===== config.mk =====
export PLATFORM = sky130hd
export DESIGN_NAME = reorder_buffer
export DESIGN_NICKNAME = d
export VERILOG_FILES = /design/src/rtl/reorder_buffer_pkg.sv /design/src/rtl/reorder_buffer.sv
export SDC_FILE = /design/constraint.sdc
export NUM_CORES = 2
export LEC_CHECK = 0
export ABC_AREA = 1
export BUFFER_PORTS_ARGS = -buffer_cell sky130_fd_sc_hd__buf_2
export CORE_MARGIN = 1
export CORE_UTILIZATION = 35
export DETAILED_ROUTE_END_ITERATION = 7
export SYNTH_ARGS = -nofsm -noshare
export SYNTH_HDL_FRONTEND = slang
export SYNTH_SLANG_ARGS = --single-unit

===== constraint.sdc =====
create_clock -name clk -period 4.35 [get_ports clk]
set_clock_uncertainty 0.1 [all_clocks]
set_input_delay 0.2175 -clock clk [delete_from_list [all_inputs] [get_ports clk]]
set_output_delay 0.2175 -clock clk [all_outputs]
set_load 0.02 [all_outputs]

===== src/rtl/reorder_buffer_pkg.sv =====
// Shared widths, pointer type and entry layout for the reorder buffer.
package reorder_buffer_pkg;

  localparam int unsigned ROB_DEPTH      = 16;
  localparam int unsigned ROB_ADDR_WIDTH = 4;
  localparam int unsigned DATA_W         = 32;
  localparam int unsigned ADDR_W         = 32;
  localparam int unsigned RF_ADDR_W      = 5;
  localparam int unsigned EXC_W          = 5;

  localparam logic [EXC_W-1:0] EXC_NONE = EXC_W'(0);

  // Index plus one wrap bit, so full and empty can be told apart.
  typedef logic [ROB_ADDR_WIDTH:0] rob_ptr_t;

  typedef struct packed {
    logic                 reg_write_add;
    logic                 reg_write_en;
    logic [RF_ADDR_W-1:0] reg_write_addr;
    logic [DATA_W-1:0]    reg_write_data;
    logic                 reg_write_lo_en;
    logic [DATA_W-1:0]    reg_write_lo_data;
    logic [EXC_W-1:0]     exception_type;
    logic                 is_delayslot;
    logic [ADDR_W-1:0]    pc;
    logic                 done;
  } rob_entry_t;

endpackage


===== src/rtl/reorder_buffer.sv =====
// Circular in-order reorder buffer.
// Ports:
//   clk, rst (async, active-low)
//   write_*   : allocate one entry at the tail; can_write / write_rob_addr_out report tail state
//   update_*  : result writeback by ROB index, marks the entry done
//   commit_*  : head entry presented combinationally; commit_en retires it when can_commit
//   erase_*   : squash from erase_from_addr to the tail by rolling the tail back
module reorder_buffer
  import reorder_buffer_pkg::*;
(
  input  logic                      clk,
  input  logic                      rst,
  input  logic                      write_en,
  output logic                      can_write,
  output logic [ROB_ADDR_WIDTH-1:0] write_rob_addr_out,
  input  logic                      write_reg_write_add_in,
  input  logic                      write_reg_write_en_in,
  input  logic [RF_ADDR_W-1:0]      write_reg_write_addr_in,
  input  logic                      write_reg_write_lo_en_in,
  input  logic [EXC_W-1:0]          write_exception_type_in,
  input  logic                      write_is_delayslot_in,
  input  logic [ADDR_W-1:0]         write_pc_in,
  input  logic                      update_en,
  input  logic [ROB_ADDR_WIDTH-1:0] update_addr,
  input  logic [DATA_W-1:0]         update_reg_write_data_in,
  input  logic [DATA_W-1:0]         update_reg_write_lo_data_in,
  input  logic [EXC_W-1:0]          update_exception_type_in,
  input  logic                      commit_en,
  output logic                      can_commit,
  output logic                      commit_reg_write_add_out,
  output logic                      commit_reg_write_en_out,
  output logic [RF_ADDR_W-1:0]      commit_reg_write_addr_out,
  output logic [DATA_W-1:0]         commit_reg_write_data_out,
  output logic                      commit_reg_write_lo_en_out,
  output logic [DATA_W-1:0]         commit_reg_write_lo_data_out,
  output logic [EXC_W-1:0]          commit_exception_type_out,
  output logic                      commit_is_delayslot_out,
  output logic [ADDR_W-1:0]         commit_pc_out,
  input  logic                      erase_en,
  input  logic [ROB_ADDR_WIDTH-1:0] erase_from_addr
);

  rob_ptr_t   head_q, head_d, tail_q, tail_d;
  rob_entry_t entries_q [ROB_DEPTH];
  rob_entry_t entries_d [ROB_DEPTH];

  logic [ROB_ADDR_WIDTH-1:0] head_idx, tail_idx, upd_off, ers_off;
  rob_ptr_t                  count;
  logic                      empty, full, upd_valid, ers_head;
  logic                      write_fire, commit_fire;

  assign head_idx = head_q[ROB_ADDR_WIDTH-1:0];
  assign tail_idx = tail_q[ROB_ADDR_WIDTH-1:0];
  assign count    = tail_q - head_q;
  assign empty    = (head_q == tail_q);
  assign full     = (head_idx == tail_idx) && (head_q[ROB_ADDR_WIDTH] != tail_q[ROB_ADDR_WIDTH]);

  // Offsets relative to the head decide whether an index is currently allocated.
  assign upd_off   = update_addr - head_idx;
  assign upd_valid = ({1'b0, upd_off} < count);
  assign ers_off   = erase_from_addr - head_idx;
  assign ers_head  = erase_en && (ers_off == ROB_ADDR_WIDTH'(0));

  assign can_write          = !full;
  assign write_rob_addr_out = tail_idx;
  assign can_commit         = !empty && entries_q[head_idx].done;

  assign write_fire  = write_en && !full && !erase_en;
  // A commit is lost only when the erase also discards the head entry.
  assign commit_fire = commit_en && can_commit && !ers_head;

  assign commit_reg_write_add_out     = entries_q[head_idx].reg_write_add;
  assign commit_reg_write_en_out      = entries_q[head_idx].reg_write_en;
  assign commit_reg_write_addr_out    = entries_q[head_idx].reg_write_addr;
  assign commit_reg_write_data_out    = entries_q[head_idx].reg_write_data;
  assign commit_reg_write_lo_en_out   = entries_q[head_idx].reg_write_lo_en;
  assign commit_reg_write_lo_data_out = entries_q[head_idx].reg_write_lo_data;
  assign commit_exception_type_out    = entries_q[head_idx].exception_type;
  assign commit_is_delayslot_out      = entries_q[head_idx].is_delayslot;
  assign commit_pc_out                = entries_q[head_idx].pc;

  // Next-state for entries and pointers.
  always_comb begin : next_state
    logic [ROB_ADDR_WIDTH-1:0] off_i;
    entries_d = entries_q;
    head_d    = head_q;
    tail_d    = tail_q;
    off_i     = '0;

    if (write_fire) begin
      entries_d[tail_idx]                 = '0;
      entries_d[tail_idx].reg_write_add   = write_reg_write_add_in;
      entries_d[tail_idx].reg_write_en    = write_reg_write_en_in;
      entries_d[tail_idx].reg_write_addr  = write_reg_write_addr_in;
      entries_d[tail_idx].reg_write_lo_en = write_reg_write_lo_en_in;
      entries_d[tail_idx].exception_type  = write_exception_type_in;
      entries_d[tail_idx].is_delayslot    = write_is_delayslot_in;
      entries_d[tail_idx].pc              = write_pc_in;
      tail_d = tail_q + rob_ptr_t'(1);
    end

    if (update_en && upd_valid) begin
      entries_d[update_addr].reg_write_data    = update_reg_write_data_in;
      entries_d[update_addr].reg_write_lo_data = update_reg_write_lo_data_in;
      entries_d[update_addr].done              = 1'b1;
      // The first exception seen by an instruction is the one that sticks.
      if (entries_q[update_addr].exception_type == EXC_NONE) begin
        entries_d[update_addr].exception_type = update_exception_type_in;
      end
    end

    if (commit_fire) begin
      entries_d[head_idx].done = 1'b0;
      head_d = head_q + rob_ptr_t'(1);
    end

    if (erase_en) begin
      // Index below the head means the new tail has lapped into the next wrap.
      tail_d = {(erase_from_addr >= head_idx) ? head_q[ROB_ADDR_WIDTH] : ~head_q[ROB_ADDR_WIDTH],
                erase_from_addr};
      for (int unsigned i = 0; i < ROB_DEPTH; i++) begin
        off_i = ROB_ADDR_WIDTH'(i) - head_idx;
        if ((off_i >= ers_off) && ({1'b0, off_i} < count)) begin
          entries_d[i].done = 1'b0;
        end
      end
    end
  end

  // State registers.
  always_ff @(posedge clk or negedge rst) begin
    if (!rst) begin
      head_q <= '0;
      tail_q <= '0;
      for (int unsigned i = 0; i < ROB_DEPTH; i++) begin
        entries_q[i] <= '0;
      end
    end else begin
      head_q    <= head_d;
      tail_q    <= tail_d;
      entries_q <= entries_d;
    end
  end

endmodule


Word-level counts from Yosys, hierarchy flattened

Index checks and enable logic that the tools add are counted.

Reduce and logical (&&, ||, !) cells: 34
Order comparisons: 40
Multiplexer cells: 83
Bitwise operators: 6
$add $sub $neg: 21
Equal/unequal tests: 3

Operator list:

| kind                                                      | number |
|---|---|
| bitwise mux 1776 bit                                      | 12 |
| two-way mux 1776 bit                                      | 4 |
| demux 111 bit (select 4 bit)                              | 13 |
| AND 1776 bit                                              | 1 |
| inverter 1776 bit                                         | 1 |
| binary-select mux 111 bit (select 4 bit)                  | 2 |
| two-way mux 111 bit                                       | 4 |
| two-way mux 39 bit                                        | 4 |
| two-way mux 110 bit                                       | 1 |
| two-way mux 109 bit                                       | 1 |
| two-way mux 104 bit                                       | 1 |
| < comparator 4 x 5 -> 1 bit                               | 17 |
| two-way mux 72 bit                                        | 1 |
| two-way mux 71 bit                                        | 1 |
| greater-or-equal comparator 4 bit                         | 17 |
| two-way mux 1 bit                                         | 35 |
| two-way mux 34 bit                                        | 1 |
| two-way mux 33 bit                                        | 1 |
| subtractor 4 bit (first input constant)                   | 8 |
| logical AND 1 bit                                         | 27 |
| subtractor 3 x 4 -> 4 bit (first input constant)          | 4 |
| greater-or-equal comparator 5 bit (second input constant) | 3 |
| < comparator 5 x 1 -> 1 bit (second input constant)       | 3 |
| inverter 4 -> 5 bit                                       | 3 |
| other kinds (14)                                          | 22 |

Word-level logic and storage cells: 349
Input bits: 129
Register bits after elaboration: 1786
Output and inout bits: 116

Longest topological paths before layout

Depth after elaboration: 25
Mapped depth: 19
Depth with buffers taken out: 16

Worst setup path before layout

No wires, ideal clock.

Path type: flip-flop to flip-flop
Start: register head_q[1]
End: register entries_q[146] (netlist bit)
Clock period less this slack: 3971 ps
Required time: 4130 ps
Data arrival time: 3750 ps
Path slack: 379 ps
Stages on the path, launching flop included: 19
Cells stage by stage: dfrtp_1 -> buf_2 -> clkinv_1 -> clkbuf_1 -> clkbuf_1 -> fa_1 -> inv_1 -> ha_1 -> a21oi_1 -> nand2_1 -> o21ai_0 -> nand2_2 -> nand2_4 -> buf_12 -> nand3_2 -> buf_6 -> buf_2 -> o21ai_1 -> nand2_1

RTL lines:

| what                     | RTL line              | RTL |
|---|---|---|
| start: declaration       | reorder_buffer.sv:43  | `rob_ptr_t head_q, head_d, tail_q, tail_d;` |
| start signal: assignment | reorder_buffer.sv:133 | `head_q <= '0;` |
| start signal: assignment | reorder_buffer.sv:139 | `head_q <= head_d;` |
| end signal: assignment   | reorder_buffer.sv:141 | `entries_q <= entries_d;` |
| end: declaration         | reorder_buffer.sv:44  | `rob_entry_t entries_q [ROB_DEPTH];` |

Final worst setup path

Start: register head_q[1]
End: output port commit_reg_write_data_out[9]

Word-level cells in the longest chain between the ends: 4

Ends and longest elaborated chain:

| what                                      | RTL line             | RTL |
|---|---|---|
| inverter 4 -> 5 bit (not written as such) | reorder_buffer.sv:75 | `assign commit_reg_write_data_out = entries_q[head_idx].reg_write_data;` |
| binary-select mux 111 bit (select 4 bit)  | reorder_buffer.sv:75 |  |
| two-way mux 111 bit (2 in series)         | -                    |  |
| end: declaration                          | reorder_buffer.sv:33 | `output logic [DATA_W-1:0] commit_reg_write_data_out,` |

No other way between the ends. The select of a mux whose other input is x is not followed.

==> flow_summary.toml <==
[detailed_routing]
wl_met3_um = 30440
detail-route-antenna-nets = 0
wl_per_cell_um = 22.30
routed_via_density = 5.383
first_pass_iters = 8
wl_um = 331900
wl_met2_um = 148100
num_vias = 80100
drc = 0
drt-met1-wl_um = 141300
routed.top_layer = "met5"
drt_iter0_markers = 8929

[status]
status = "completed"

[global_routing]
grt_pass1_wl_um = 498600
track_usage_pct = 25.49
gr-total-overflow = 0
grt_max_degree = 207
antenna_found_initial = 31
grt_pass1_vias = 75460

[logic_synthesis]
synth_area_per_cell_um2 = 7.602
syn_nets = 11840
netlist-cell-type-count = 42
syn_area_um2 = 88450
synth-seq-cells = 1786
ys_warn_count = 0
synth_seq_area_share_pct = 50.53
synth_cells = 11630

[place]
gp_congestion = 0.8761
placed_cells = 14380
io_buffers = 244
dp_hpwl_um = 183100

[clock_network]
cts_max_level = 4
root_buffer = "clkbuf_16"
cts_buffers = 196
cts_setup_buffers = 0
cts_tree = "built"
path_clk_slew_ns = 0.06
clkLatencyLatePin_ns = 0.89
clock_sinks = 1786
clk_path_buf_depth = 3

[critical_path]
critPathRequiredTime_ns = 4.03
rrSetupSlack_ns = 0.29
startpoint_type = "flop"
worst-path-max-fanout = 52
critPathCaptureType = "output port"
critPathKind = "flop to output port"
arrival_ns = 4.02

[pwr]
irDropWorstVdd_mv = 0.8342
p_leak_nw = 49.14
power.density_nw_per_um2 = 775.5

[sta]
setup_viol = 0
report.final.slew_viol_count = 0
finalHoldViolations = 0
rsz0062_at_grt = "yes"
finalCriticalPeriod_ns = 4.336
relSlewSlack_pct = 17.02
post-route-period-util_pct = 99.68
max_clock_freq_mhz = 230.6
fin_tns_setup_ns = 0
worst_slew_pin_slew_ns = 1.245

[worst_hold_path]
hp-class = "input port to flop"

[cells_and_area]
nFillCells = 25630
final_core_util_pct = 39.99
syn_to_final_growth_pct = 13.56
drive_gt1_share_pct = 7.411
stdcell_count = 14880
layout.nets = 11570

[die]
design.core.area_um2 = 251200
rows = 184
die_width_um = 504.7
chipHeight_um = 504.7
die-area_um2 = 254700
io_pins = 245
initial_utilization_pct = 35.21

[run]
cap_violations = 0
-- worst paths after layout --
check | start | endpoint | depth (start not counted)
worst max-delay path | head_q[1] | commit_reg_write_data_out[9] | 7
worst max register to register | head_q[0] | entries_q[1366] | 16
worst min register to register | flop | flop | 2
min in group asynchronous | rst | async pin | 3
max in group asynchronous | rst | entries_q[855] | 3
worst min-delay path | update_en | entries_q[1371] | 4
-- power by group --
group	leakage [nW]	switching, mW	internal (mW)
clock	3.28	7.43	9.81
combinational	23.7	23.0	10.4
sequential	22.2	3.15	24.1
-- cell type report --
type | count | area (um^2) | share of cell area (%)
inverters | 914 | 3513 | 3.498
repair buffers | 578 | 5166 | 5.144
well taps | 3348 | 4189 | 4.171
flip-flops and latches | 1786 | 44710 | 44.51
clock buffers | 313 | 5954 | 5.928
multi-input cells | 7886 | 36110 | 35.95
diodes | 11 | 27.53 | 0.02741
clock inverters | 46 | 770.7 | 0.7674
-- cell families after synthesis --
family	share of synthesized area (%)
XOR/XNOR	0.1089
AO/OA/AOI/OAI	16.86
buffers and inverters	8.846
flip-flops	50.53
adder cells (fa/ha/maj)	1.095
AND/OR/NAND/NOR	22.56
-- per-stage QoR --
stage	instance area [um^2]	hold WS [ns]	power (mW)	setup slack, ns
6_report	100400	0.02496	77.89	0.01371
5_1_grt	100400	0.05719	83.15	-0.02672
4_1_cts	100400	0.05137	77.65	0.06843
3_5_place_dp	92300	0.1352	60.16	0.3845
3_3_place_gp	92300	0.1308	59.66	0.4088
2_1_floorplan	88450	-0.1781	48.62	0.3791
-- cell usage in the layout, fill, tap and decap left out, types with 115 or more instances in the layout --
| cell | instances |
|---|---|
| nand2_1 | 3348 |
| dfrtp_1 | 1782 |
| o21ai_0 | 1771 |
| nand3_1 | 969 |
| inv_1 | 879 |
| a21oi_1 | 855 |
| nor2_1 | 557 |
| buf_2 | 243 |
| clkbuf_16 | 196 |
| dlygate4sd3_1 | 132 |
| buf_4 | 115 |
-- per-layer routing --
layer	up-vias	global-route usage (%)
met5	-	0
met4	12	8.823
met3	668	4.707
met2	3773	39.44
met1	38670	35.60
li1	36980	-
-- cells in the mapped netlist (all sizes together) --
| cell | number | area [um^2] |
|---|---|---|
| nand2 | 3379 | 12720 |
| o21ai | 1849 | 9291 |
| dfrtp | 1786 | 44690 |
| nand3 | 985 | 5072 |
| inv | 912 | 3426 |
| a21oi | 857 | 4297 |
| clkbuf | 630 | 2370 |
| nor2 | 563 | 2126 |
| buf | 418 | 2021 |
| o221ai | 105 | 919.6 |
| ha | 71 | 888.4 |
| o211ai | 19 | 142.6 |
| o22ai | 17 | 106.4 |
| xor2 | 7 | 61.31 |
| a21o | 6 | 45.04 |
| a31oi | 6 | 37.54 |
| o21bai | 5 | 37.54 |
| fa | 4 | 80.08 |
| xnor2 | 4 | 35.03 |
| o21a | 3 | 22.52 |
| a21boi | 2 | 15.01 |
| clkinv | 2 | 7.510 |
| and2 | 1 | 6.260 |
| nand4 | 1 | 6.260 |
| nor3 | 1 | 10.01 |
| or2 | 1 | 6.260 |
-- critical path: stages, from the launching register on --
cell and delay (ns):
dfrtp_4 0.44, buf_4 0.48, buf_4 0.66, o21ai_0 0.22
o21ai_0 0.40, o221ai_1 0.16, nand2_1 0.48, buf_2 0.27
-- repair_timing --
action / CTS / global route
gates cloned: 0 / 0
endpoints found under the setup margin: 3 / 12
hold buffers: 133 / 0
endpoints found under the hold margin: 3006 / 0
resized for setup: 1 / 7
Note: power is estimated with default switching activity, not from simulation.
